[src/rtl/mem_pkg.sv]
// ============================================================================
// mem_pkg : shared types and constants for the load/store access unit
// Revision: 1.0
// ============================================================================
`default_nettype none

package mem_pkg;

  typedef enum logic [1:0] {
    IDLE    = 2'd0,
    REQ     = 2'd1,
    WAIT_RD = 2'd2,
    DONE    = 2'd3
  } mau_state_t;

  localparam logic [3:0]  BE_WORD  = 4'hF;
  localparam logic [31:0] ERR_DATA = 32'h0;

  // Loads and stores at once, or an unaligned word access, never reach the bus.
  function automatic logic is_illegal(input logic rd, input logic wr,
                                      input logic byte_acc, input logic [1:0] addr_lo);
    return (rd & wr) | (~byte_acc & (addr_lo != 2'b00));
  endfunction

endpackage

`default_nettype wire

[src/rtl/mem_lane_steer.sv]
// ============================================================================
// mem_lane_steer : byte-lane enables, store replication and load extraction
// Revision: 1.0
// ============================================================================
`default_nettype none

module mem_lane_steer
  import mem_pkg::*;
(
  input  logic [1:0]  addr_lo,
  input  logic        byte_acc,
  input  logic [31:0] wdata_in,
  input  logic [31:0] rdata_in,
  output logic [3:0]  be,
  output logic [31:0] wdata_out,
  output logic [31:0] rdata_out
);

  always_comb begin
    be        = BE_WORD;
    wdata_out = wdata_in;
    rdata_out = rdata_in;
    if (byte_acc) begin
      be        = 4'b0001 << addr_lo;
      wdata_out = {4{wdata_in[7:0]}};
      rdata_out = {24'b0, rdata_in[{addr_lo, 3'b000} +: 8]};
    end
  end

endmodule

`default_nettype wire

[src/rtl/mem_access_unit.sv]
// ============================================================================
// mem_access_unit : load/store stage driving a req/gnt/rvalid data bus
// Revision: 1.0
// ============================================================================
`default_nettype none

module mem_access_unit
  import mem_pkg::*;
#(
  parameter int TIMEOUT = 64,
  parameter int CNT_W   = $clog2(TIMEOUT + 1)
) (
  input  logic        clk,
  input  logic        reset,
  input  logic        MemRead,
  input  logic        MemWrite,
  input  logic        ByteAcc,
  input  logic [31:0] ALUResult,
  input  logic [31:0] WriteData,
  output logic [31:0] ReadData,
  output logic        Stall,
  output logic        BusErr,
  output logic        bus_req,
  output logic        bus_we,
  output logic [31:0] bus_addr,
  output logic [3:0]  bus_be,
  output logic [31:0] bus_wdata,
  input  logic        bus_gnt,
  input  logic        bus_rvalid,
  input  logic [31:0] bus_rdata
);

  localparam logic [CNT_W-1:0] CNT_LAST = CNT_W'(TIMEOUT - 1);

  mau_state_t  state_q, state_d;
  logic [31:0] addr_q, addr_d;
  logic [31:0] wdata_q, wdata_d;
  logic [31:0] rdata_q, rdata_d;
  logic        we_q, we_d;
  logic        byte_q, byte_d;
  logic        err_q, err_d;
  logic [CNT_W-1:0] cnt_q, cnt_d;

  logic [3:0]  lane_be;
  logic [31:0] lane_wdata;
  logic [31:0] lane_rdata;
  logic        access;
  logic        timed_out;

  assign access    = MemRead | MemWrite;
  assign timed_out = (cnt_q == CNT_LAST);

  mem_lane_steer u_lane_steer (
    .addr_lo   (addr_q[1:0]),
    .byte_acc  (byte_q),
    .wdata_in  (wdata_q),
    .rdata_in  (bus_rdata),
    .be        (lane_be),
    .wdata_out (lane_wdata),
    .rdata_out (lane_rdata)
  );

  always_ff @(posedge clk or negedge reset) begin
    if (!reset) begin
      state_q <= IDLE;
      addr_q  <= '0;
      wdata_q <= '0;
      rdata_q <= '0;
      we_q    <= 1'b0;
      byte_q  <= 1'b0;
      err_q   <= 1'b0;
      cnt_q   <= '0;
    end else begin
      state_q <= state_d;
      addr_q  <= addr_d;
      wdata_q <= wdata_d;
      rdata_q <= rdata_d;
      we_q    <= we_d;
      byte_q  <= byte_d;
      err_q   <= err_d;
      cnt_q   <= cnt_d;
    end
  end

  always_comb begin
    state_d = state_q;
    addr_d  = addr_q;
    wdata_d = wdata_q;
    rdata_d = rdata_q;
    we_d    = we_q;
    byte_d  = byte_q;
    err_d   = err_q;
    cnt_d   = cnt_q;
    case (state_q)
      IDLE: begin
        if (access) begin
          if (is_illegal(MemRead, MemWrite, ByteAcc, ALUResult[1:0])) begin
            state_d = DONE;
            err_d   = 1'b1;
            rdata_d = ERR_DATA;
          end else begin
            state_d = REQ;
            addr_d  = ALUResult;
            wdata_d = WriteData;
            we_d    = MemWrite;
            byte_d  = ByteAcc;
            err_d   = 1'b0;
            cnt_d   = '0;
          end
        end
      end
      REQ: begin
        cnt_d = cnt_q + CNT_W'(1);
        if (bus_gnt) begin
          if (we_q) begin
            state_d = DONE;
          end else if (bus_rvalid) begin
            state_d = DONE;
            rdata_d = lane_rdata;
          end else begin
            state_d = WAIT_RD;
          end
        end else if (timed_out) begin
          state_d = DONE;
          err_d   = 1'b1;
          rdata_d = ERR_DATA;
        end
      end
      WAIT_RD: begin
        cnt_d = cnt_q + CNT_W'(1);
        if (bus_rvalid) begin
          state_d = DONE;
          rdata_d = lane_rdata;
        end else if (timed_out) begin
          state_d = DONE;
          err_d   = 1'b1;
          rdata_d = ERR_DATA;
        end
      end
      default: state_d = IDLE;  // DONE lasts one cycle; strobes still high belong to the finished access
    endcase
  end

  always_comb begin
    bus_req   = 1'b0;
    bus_we    = 1'b0;
    bus_addr  = '0;
    bus_be    = '0;
    bus_wdata = '0;
    if (state_q == REQ) begin
      bus_req   = 1'b1;
      bus_we    = we_q;
      bus_addr  = {addr_q[31:2], 2'b00};
      bus_be    = lane_be;
      bus_wdata = we_q ? lane_wdata : '0;
    end
    // The detect-cycle hold is gated by reset so every output is quiet while reset is asserted.
    Stall    = ((state_q == IDLE) & access & reset) | (state_q == REQ) | (state_q == WAIT_RD);
    BusErr   = (state_q == DONE) & err_q;
    ReadData = rdata_q;
  end

endmodule

`default_nettype wire
[config.mk]
export PLATFORM = sky130hd
export DESIGN_NAME = mem_access_unit
export DESIGN_NICKNAME = d
export VERILOG_FILES = /design/src/rtl/mem_pkg.sv /design/src/rtl/mem_lane_steer.sv /design/src/rtl/mem_access_unit.sv
export SDC_FILE = /design/constraint.sdc
export NUM_CORES = 1
export LEC_CHECK = 0
export BUFFER_PORTS_ARGS = -buffer_cell sky130_fd_sc_hd__buf_2
export CAP_MARGIN = 20
export CORE_MARGIN = 1.5
export CORE_UTILIZATION = 55
export CTS_BUF_LIST = sky130_fd_sc_hd__clkbuf_8
export CTS_CLUSTER_SIZE = 8
export DETAILED_ROUTE_END_ITERATION = 8
export GPL_TIMING_DRIVEN = 0
export PLACE_DENSITY = 0.89
export REMOVE_ABC_BUFFERS = 1
export SLEW_MARGIN = 15
export SYNTH_ARGS = -nofsm -noshare
export SYNTH_HDL_FRONTEND = slang
export SYNTH_SLANG_ARGS = --single-unit
[constraint.sdc]
create_clock -name clk -period 4.5 [get_ports clk]
set_clock_uncertainty 0.2 [all_clocks]
set_input_delay 0.45 -clock clk [delete_from_list [all_inputs] [get_ports clk]]
set_output_delay 0.45 -clock clk [all_outputs]
set_load 0.005 [all_outputs]
==> flow_metrics.tcl, run 1 <==
set metrics [dict create \
    status "complete, no violations" \
    via_per_inst 5.55 \
    post_cts_resize_count 0 \
    hold_class "input port to flip-flop" \
    layout.filler_cells 659 \
    cap_viol_max_count 0 \
    max_freq_mhz 282 \
    timing.final.crit_period_ps 3550 \
    setup-tns-final_ps 0 \
    worst-endpoint-required_ps 3850 \
    first_global_vias 4329 \
    power.combinational.fraction_pct 44.5 \
    wire_per_inst_um 17.6 \
    place.detailed.hpwl_mm 10.0 \
    drt_pre_antenna_iters 5 \
    number_of_clock_sinks 108 \
    synthArstFlopShare_pct 100 \
    core_area_um2 9280 \
    synth_cell_type_count 52 \
    layout-drive-gt1-share_pct 35.7 \
    slew_of_the_pin_with_the_lowest_slew_margin_ps 994 \
    worstPathCellList "inv_1, ha_2, nand2_1, a21oi_1, buf_2" \
    slew_headroom_pct 33.4 \
    grt_start_max_net_pins 75 \
    post_synthesis_instance_area_um2 5300 \
    commonest_non_fill_non_tap_cell_in_the_layout "buf_2" \
    finalNetCount 758 \
    post_syn_area_per_cell_um2 11.5 \
    drt_iter0_markers 253 \
    crit_path_start_kind "flip-flop" \
    worstSkewPairLatency_ps 350 \
    die-area_um2 10200 \
    clk_pin_slew_worst_paths_ps 120 \
    clock_tree.buffer_depth 2 \
    place_congestion 0.806 \
    p_switching_w 0.00161 \
    placed_area_um2 6420 \
    cp_num_cells 5 \
    grt_antenna_before_repair 0 \
    tritoncts "done" \
    synthesized_instance_count 460 \
    setup.worst_path.class "flip-flop to output pin" \
    grt.total_usage_pct 26.3 \
    portBuffers 204 \
    p_int_w 0.00246 \
    crit_path_top_delay_cell "ha_2" \
    swShare_pct 39.6 \
    grt_first_pass_wirelength_mm 21.2 \
    detailroute.via_count 4337 \
    cpLargestDelayFamily "adder cells" \
    dieWidth_um 101 \
    postRouteAntennaNets 0 \
    initial_core_util_pct 57.0 \
    final_max_slew_viol_count 0 \
    fp-row-count 35 \
    drc_viols 0 \
    fp.dieH_um 101 \
    end_kind "output pin" \
    power.clock.fraction_pct 13.5 \
    finalCritPeriodShare_pct 78.9 \
    arr_time_crit_path_ps 2900 \
    routed_wirelength_mm 13.8 \
    layout.cell_area.non_filler_um2 6610 \
    cts_max_level 3 \
    worst-path-max-fanout 47 \
    cts-hold-fix-buffers 1 \
    antenna-diode-count 0 \
    yosys_warnings 0 \
    reg2reg_depth 6 \
    area_growth_syn_to_layout_pct 24.9 \
    synthFlopType "dfrtp_1" \
    p_seq_share_pct 42.1 \
    holdWs_ps 91.6 \
    seq_area_frac_synth_pct 51.0 \
    worst_ir_drop_vdd_v 0.000340 \
    max_stage_delay_ps 720 \
    cts_root_buf "clkbuf_8" \
    pnr_total_power_w 0.00407 \
    power-per-cell-area_nw_per_um2 616 \
    globalRouteOverflowTotal 0 \
    crit_buf_inv 2 \
    synth_enable_flop_cells 0 \
    finalSetupViolCount 0 \
    io_pins 207 \
    hold_violations 0 \
    synth_seq_cells 108 \
    min_delay_path_depth 2 \
    cts-buffers-inserted 9 \
    layout.cells.most_common_list "203 x buf_2, 108 x dfrtp_1, 66 x mux2_1, 33 x a22o_1, 32 x and2_1" \
    post-cts-setup-buffer-count 0 \
    rsz0062_at_grt "no" \
    pleak_nw 3.43 \
]
-- flip-flops by register name, summed over array words and instances (netlist names) --
register,cells
addr_q,32
ReadData,32
err_q,1
byte_q,1
state_q,2
cnt_q,7
we_q,1
wdata_q,32
-- per-stage QoR --
stage               setup slack, ps  util [%]  cells
global placement               -209      68.1    762
floorplan                       887         -    429
finish                          948      71.2    782
detailed placement             1320      69.1    765
global route                    645      71.2    782
CTS                             929      71.1    781
-- cell type report --
cell class	instances	area [µm²]	area share, %
Clock inverter	6	50.0	0.757
Timing Repair Buffer	209	1120	17.0
Sequential cell	108	2700	40.9
Inverter	15	56.3	0.851
Clock buffer	9	124	1.87
Multi-Input combinational cell	306	2390	36.2
Tap cell	129	161	2.44
-- worst register-to-register path: cells and delay by family (launching register included) --
family / cells / cell delay [ps]
buffers and inverters: 1 / 110
flip-flops: 1 / 440
adder cells (fa/ha/maj): 1 / 470
AND/OR/NAND/NOR: 2 / 430
AO/OA/AOI/OAI: 1 / 740
multiplexers: 1 / 310
-- worst paths after layout --
check,start,to,slack [ps]
worst max-delay path,state_q[1],bus_wdata[28],950
worst min-delay path,ALUResult[31],addr_q[31],90
worst max register to register,state_q[0],cnt_q[5],1690
worst min register to register,addr_q[20],addr_q[20],300
max in group asynchronous,reset,addr_q[4],3070
min in group asynchronous,reset,addr_q[13],340
-- power by group through the flow --
stage	combinational (W)	sequential, W	clock, W
after floorplan	0.00112	0.00165	0
after global placement	0.00166	0.00171	0
after detailed placement	0.00180	0.00173	0
after CTS	0.00181	0.00171	0.000557
after global routing	0.00199	0.00177	0.000600
final	0.00181	0.00171	0.000549
-- kinds of logic after synthesis --
kind of cell | count (synthesis) | synth area share [%]
AO/OA/AOI/OAI | 95 | 13.2
flip-flops | 108 | 51.0
multiplexers | 74 | 15.5
AND/OR/NAND/NOR | 128 | 14.5
other | 1 | 0.0708
XOR/XNOR | 1 | 0.165
adder cells (fa/ha/maj) | 6 | 1.42
buffers and inverters | 47 | 4.11
-- cell usage after synthesis, types with 2 or more instances --
cell type,number,area (µm²)
a21oi_1,30,150
nor3b_1,2,15.0
and2_1,32,200
buf_6,3,33.8
and3_1,8,50.1
buf_4,2,15.0
a211oi_1,2,15.0
nand2_1,21,78.8
inv_2,2,7.51
nor2b_1,10,62.6
ha_1,6,75.1
inv_1,12,45.0
nor2_1,7,26.3
a32o_1,3,30.0
a222oi_1,7,70.1
a31oi_1,2,12.5
dfrtp_1,108,2700
nand3_1,5,25.0
o21ai_1,7,35.0
nand2b_1,28,175
a22o_1,33,289
buf_2,9,45.0
or3_1,4,25.0
mux2_1,66,743
mux2i_1,8,80.1
clkbuf_1,17,63.8
-- routing by layer --
layer | global-route usage, % | share of wire [%] | vias to the layer above
met5 | 0 | 0 | -
met4 | 8.87 | 1.6 | 0
met3 | 4.83 | 5.7 | 18
met2 | 45.8 | 52 | 190
met1 | 33.1 | 41 | 2122
li1 | - | - | 2007
(Power assumes the default switching activity.)
==> run 2: changes to the inputs <==
- CORE_UTILIZATION: 55 -> 46
- PLACE_DENSITY: 0.89 -> 0.79
- clock period: 4.5 -> 3.16 ns (I/O delays scaled with it)
==> run 2 against run 1 <==
Die area rose by 19%. Sequential power is 43% higher. Global-route usage decreased by 2.3 points. Register-to-register slack worse by 1300 ps. Combinational power up 49%. Critical path depth unchanged. First-iteration DRC count up 42%. Routed wire length grew 7.9%. Worst hold slack better by 4.6 ps. Non-clock buffer count rose by 89. Worst setup slack lost 620 ps. Sequential cell count unchanged. Highest routed layer unchanged.
==> flow_metrics.tcl, run 2 (synthesized netlist as in run 1, its figures left out) <==
set metrics [dict create \
    cap_viol_max_count 0 \
    setup.worst_path.class "flip-flop to output pin" \
    routed_wirelength_mm 14.8 \
    min_delay_path_depth 2 \
    pleak_nw 3.84 \
    finalCritPeriodShare_pct 89.7 \
    grt_antenna_before_repair 0 \
    place.detailed.hpwl_mm 9.27 \
    area_growth_syn_to_layout_pct 43.7 \
    tritoncts "done" \
    worst_ir_drop_vdd_v 0.000524 \
    timing.final.crit_period_ps 2840 \
    layout.filler_cells 839 \
    worstPathCellList "inv_1, ha_4, nand2_2, a21oi_1, buf_2" \
    finalSetupViolCount 0 \
    drc_viols 0 \
    arr_time_crit_path_ps 2320 \
    commonest_non_fill_non_tap_cell_in_the_layout "buf_2" \
    crit_buf_inv 2 \
    reg2reg_depth 6 \
    clk_pin_slew_worst_paths_ps 100 \
    fp.dieH_um 110 \
    first_global_vias 4799 \
    number_of_clock_sinks 108 \
    pre_cts_slack_ps 168 \
    layout-drive-gt1-share_pct 31.6 \
    grt.total_usage_pct 24.0 \
    regToRegEndpoint "cnt_q[5]" \
    worstSkewPairLatency_ps 380 \
    final_max_slew_viol_count 0 \
    slew_headroom_pct 39.5 \
    post-cts-setup-buffer-count 0 \
    cts-buffers-inserted 9 \
    detailroute.via_count 4742 \
    holdCritStartpoint "MemWrite" \
    place_congestion 0.768 \
    via_per_inst 5.35 \
    whs_endpoint "we_q" \
    io_pins 207 \
    status "complete, no violations" \
    finalNetCount 847 \
    dieWidth_um 110 \
    globalRouteOverflowTotal 0 \
    setup_ws_ps 324 \
    cpLargestDelayFamily "flip-flops" \
    worst-endpoint-required_ps 2640 \
    portBuffers 204 \
    hold_class "input port to flip-flop" \
    initial_core_util_pct 46.8 \
    hold_violations 0 \
    cts_max_level 3 \
    rsz0062_at_grt "no" \
    postRouteAntennaNets 0 \
    holdWs_ps 96.2 \
    wire_per_inst_um 16.7 \
    end_kind "output pin" \
    crit_path_start_kind "flip-flop" \
    crit_path_top_delay_cell "dfrtp_1" \
    worst-path-max-fanout 47 \
    core_area_um2 11300 \
    drt_iter0_markers 360 \
    reg2reg_from "state_q[0]" \
    slew_of_the_pin_with_the_lowest_slew_margin_ps 903 \
    setup-tns-final_ps 0 \
    fp-row-count 39 \
    layout.cells.most_common_list "203 x buf_2, 108 x dfrtp_1, 90 x dlygate4sd3_1, 66 x mux2_1, 33 x a22o_1" \
    antenna-diode-count 0 \
    grt_first_pass_wirelength_mm 22.7 \
    reg2reg_setup_slack_ps 370 \
    max_stage_delay_ps 460 \
    drt_pre_antenna_iters 5 \
    cts_root_buf "clkbuf_8" \
    clock_tree.buffer_depth 2 \
    power-per-cell-area_nw_per_um2 810 \
    max_freq_mhz 353 \
    die-area_um2 12200 \
    grt_start_max_net_pins 63 \
]
-- run 2: power by group --
group | internal, W | switching (W) | leakage (nW)
Clock | 0.000531 | 0.000487 | 0.120
Combinational | 0.00132 | 0.00138 | 2.36
Sequential | 0.00198 | 0.000473 | 1.35
-- run 2: cell type report --
| type | count | area (µm²) | area share [%] |
|---|---|---|---|
| Clock buffer | 9 | 124 | 1.63 |
| Clock inverter | 7 | 120 | 1.58 |
| Sequential cell | 108 | 2700 | 35.5 |
| Multi-Input combinational cell | 306 | 2410 | 31.6 |
| Inverter | 15 | 56.3 | 0.740 |
| Timing Repair Buffer | 298 | 2020 | 26.6 |
| Tap cell | 143 | 179 | 2.35 |
-- run 2: metrics by stage --
| stage | power [W] | area, µm² | std cells | util (%) |
|---|---|---|---|---|
| floorplan | 0.00393 | 5140 | 429 | - |
| global placement | 0.00481 | 6340 | 776 | 56.0 |
| detailed placement | 0.00501 | 6450 | 780 | 57.0 |
| CTS | 0.00613 | 7600 | 886 | 67.1 |
| global route | 0.00661 | 7610 | 886 | 67.2 |
| finish | 0.00616 | 7610 | 886 | 67.2 |
-- run 2: what timing repair did --
| item | 4_1_cts | 5_1_grt |
|---|---|---|
| hold buffers | 90 | 0 |
| resized for setup | 1 | 1 |
| setup endpoints to repair | 25 | 24 |
| hold endpoints to repair | 136 | 0 |
-- run 2: worst max-delay path by stage --
stage / depth (start not counted) / endpoint / start / slack, ps
2_1_floorplan: 4 / addr_q[0] / state_q[0] / -430
3_3_place_gp: 4 / wdata_q[28] / ALUResult[1] / -1440
3_5_place_dp: 5 / bus_wdata[23] / state_q[1] / 170
4_1_cts: 5 / bus_wdata[23] / state_q[1] / 30
5_1_grt: 6 / cnt_q[5] / state_q[0] / 70
6_report: 5 / bus_wdata[23] / state_q[1] / 320
-- run 2: per-layer routing --
metal | vias up | part of all wire (%) | GRT usage, %
met4 | 0 | 2.9 | 11.5
met2 | 188 | 52 | 42.6
li1 | 2192 | - | -
met1 | 2324 | 39 | 27.3
met3 | 38 | 6.3 | 5.23
met5 | - | 0 | 0
-- run 2: worst register-to-register path: stages, from the launching register on --
cell     delay (ps)
dfrtp_1         480
inv_1           120
ha_1            470
nor2b_1         200
a31oi_1         680
or3_1           220
mux2_1          320
==> run 3: changes to the inputs <==
- ABC_AREA: not set -> 1
- CORE_UTILIZATION: 46 -> 47
==> run 3 against run 2 <==
Clock-buffer cell count up 1. Largest cell class is now multi-input combinational cells. Final cell count up 45%. Highest routed layer unchanged. Worst setup slack worse by 120 ps. Total power up 4.7%. Critical path type unchanged.
==> flow_metrics.tcl, run 3 <==
set metrics [dict create \
    setup_ws_ps 200 \
    yosys_warnings 0 \
    hold_class "input port to flip-flop" \
    postRouteAntennaNets 0 \
    synth_xor_xnor_area_share_pct 0.435 \
    most_numerous_cell_types_in_the_synthesized_netlist "389 x nand2_1, 118 x nand3_1, 108 x dfrtp_1" \
    antenna-diode-count 0 \
    detailroute.via_count 6587 \
    place_congestion 0.826 \
    drt_pre_antenna_iters 5 \
    post_synth_fa_ha_maj_area_fraction_pct 1.24 \
    yosys.area.top_type "dfrtp_1" \
    synth_cell_type_count 30 \
    first_global_vias 6189 \
    largest_family_of_logic_cells_by_synthesized_area "simple AND/OR/NAND/NOR gates" \
    worstSkewPairLatency_ps 400 \
    pre_cts_slack_ps -59.8 \
    commonest_non_fill_non_tap_cell_in_the_layout "nand2_1" \
    slew_headroom_pct 33.7 \
    max_freq_mhz 338 \
    worst_ir_drop_vdd_v 0.000420 \
    area_growth_syn_to_layout_pct 31.9 \
    reg2reg_from "state_q[0]" \
    setup.worst_path.class "flip-flop to output pin" \
    timing.final.crit_period_ps 2960 \
    complex_gate_fraction_of_the_synthesized_area_pct 5.05 \
    finalSetupViolCount 0 \
    cts_root_buf "clkbuf_8" \
    drt_iter0_markers 724 \
    holdWs_ps 13.5 \
    status "complete, no violations" \
    synthesized_instance_count 868 \
    synthFlopType "dfrtp_1" \
    number_of_clock_sinks 108 \
    final_max_slew_viol_count 0 \
    synth-simple-area-share_pct 38.0 \
    cts_max_level 3 \
    finalCritPeriodShare_pct 93.7 \
    place.detailed.hpwl_mm 11.1 \
    seq_area_frac_synth_pct 44.7 \
    clock_tree.buffer_depth 2 \
    cap_viol_max_count 0 \
    utilization_pct 63.4 \
    dieWidth_um 116 \
    end_kind "output pin" \
    regToRegEndpoint "ReadData[1]" \
    power-per-cell-area_nw_per_um2 809 \
    grt_start_max_net_pins 67 \
    finalNetCount 1214 \
    post_synthesis_instance_area_um2 6040 \
    yosys.cell_count.top_type "nand2_1" \
    slew_of_the_pin_with_the_lowest_slew_margin_ps 994 \
    fp.dieH_um 116 \
    wire_per_inst_um 14.5 \
    cts-buffers-inserted 9 \
    via_per_inst 5.14 \
    synth_enable_flop_cells 0 \
    placed_area_um2 7080 \
    rsz0062_at_grt "no" \
    whs_endpoint "ReadData[22]" \
    die-area_um2 13500 \
    io_pins 207 \
    min_delay_path_depth 5 \
    reg2reg_setup_slack_ps 250 \
    layout.cells.most_common_list "388 x nand2_1, 203 x buf_2, 118 x nand3_1, 107 x dfrtp_1, 82 x inv_1" \
    fp-row-count 41 \
    ys_top_cells_by_area "dfrtp_1 45%, nand2_1 24%, nand3_1 9.8%, inv_1 5.0%, a21oi_1 4.1%" \
    layout-drive-gt1-share_pct 21.9 \
    grt_antenna_before_repair 0 \
    clk_pin_slew_worst_paths_ps 100 \
    layout.filler_cells 1091 \
    tritoncts "done" \
    setup-tns-final_ps 0 \
    initial_core_util_pct 48.1 \
    grt_first_pass_wirelength_mm 29.7 \
    post_syn_area_per_cell_um2 6.96 \
    synth.mux.area_fraction_pct 0 \
    synth_seq_cells 108 \
    synthArstFlopShare_pct 100 \
    arr_time_crit_path_ps 2440 \
    grt.total_usage_pct 27.7 \
    pleak_nw 4.88 \
    reg2reg_depth 9 \
    worst-path-max-fanout 35 \
    globalRouteOverflowTotal 0 \
    routed_wirelength_mm 18.5 \
    layout.cell_area.non_filler_um2 7970 \
    hold_violations 0 \
    portBuffers 204 \
    yosys.area.top_type_share_pct 44.7 \
    holdCritStartpoint "bus_rdata[22]" \
    drc_viols 0 \
    crit_path_start_kind "flip-flop" \
    core_area_um2 12600 \
    post-cts-setup-buffer-count 0 \
    worst-endpoint-required_ps 2640 \
]
## run 3: cell types whose count changed in the layout (fill, tap and decap cells not counted), sizes merged, moves of 19 or more
cell,change
and2,-33
nand2,+370
nand3,+114
inv,+73
a21oi,+19
nand2b,-28
dlygate4sd3,-23
a22o,-33
nor2,+28
mux2,-66
## run 3: final cells by class
cell class              count  area, µm²  share of cell area, %
clock inverters             6       61.3                  0.769
multi-input cells         624       2760                   34.6
well taps                 172        215                   2.70
flip-flops and latches    108       2700                   33.9
repair buffers            274       1770                   22.1
inverters                  88        330                   4.14
clock buffers              10        138                   1.73
## run 3: worst max path at each step
stage	startpoint	end	depth (start not counted)
after floorplan	state_q[0]	cnt_q[0]	9
after global placement	state_q[0]	cnt_q[0]	9
after detailed placement	state_q[1]	bus_wdata[30]	5
after CTS	byte_q	bus_wdata[20]	4
after global routing	state_q[1]	ReadData[23]	9
final	state_q[1]	bus_wdata[30]	5
## run 3: report_power, final
part | switching [W] | total [W] | internal [W]
Clock | 0.000509 | 0.000898 | 0.000389
Combinational | 0.00201 | 0.00311 | 0.00110
Sequential | 0.000497 | 0.00245 | 0.00195
Total | 0.00301 | 0.00645 | 0.00344
## run 3: layer usage
metal	vias to the layer above	share of wire [%]	track usage (%)
li1	3154	-	-
met1	3080	42	35.0
met2	317	47	46.4
met3	36	8.7	8.35
met4	0	1.8	7.80
met5	-	0	0
## run 3: kinds of logic (layout without fill, tap and decap cells)
family,Yosys count,count (layout)
simple gates,554,556
compound gates,57,57
other cells,1,2
flops,108,108
buf+inv,139,378
xor+xnor,3,3
fa+ha+maj,6,6
## run 3: per-stage QoR
step,std cells,power (W)
2_1_floorplan,818,0.00417
3_3_place_gp,1194,0.00525
3_5_place_dp,1197,0.00538
4_1_cts,1280,0.00637
5_1_grt,1282,0.00702
6_report,1282,0.00645
## run 3: critical path, stage by stage (launching register included)
cell	delay [ps]
dfrtp_1	450
inv_1	140
ha_4	420
nand2_2	460
a21oi_1	380
buf_2	180
## run 3: timing repair
item	CTS	global route
gates cloned	0	2
setup endpoints to repair	33	34
gates resized for setup	2	1
hold buffers	67	0
pin swaps	0	2
endpoints found under the hold margin	109	0
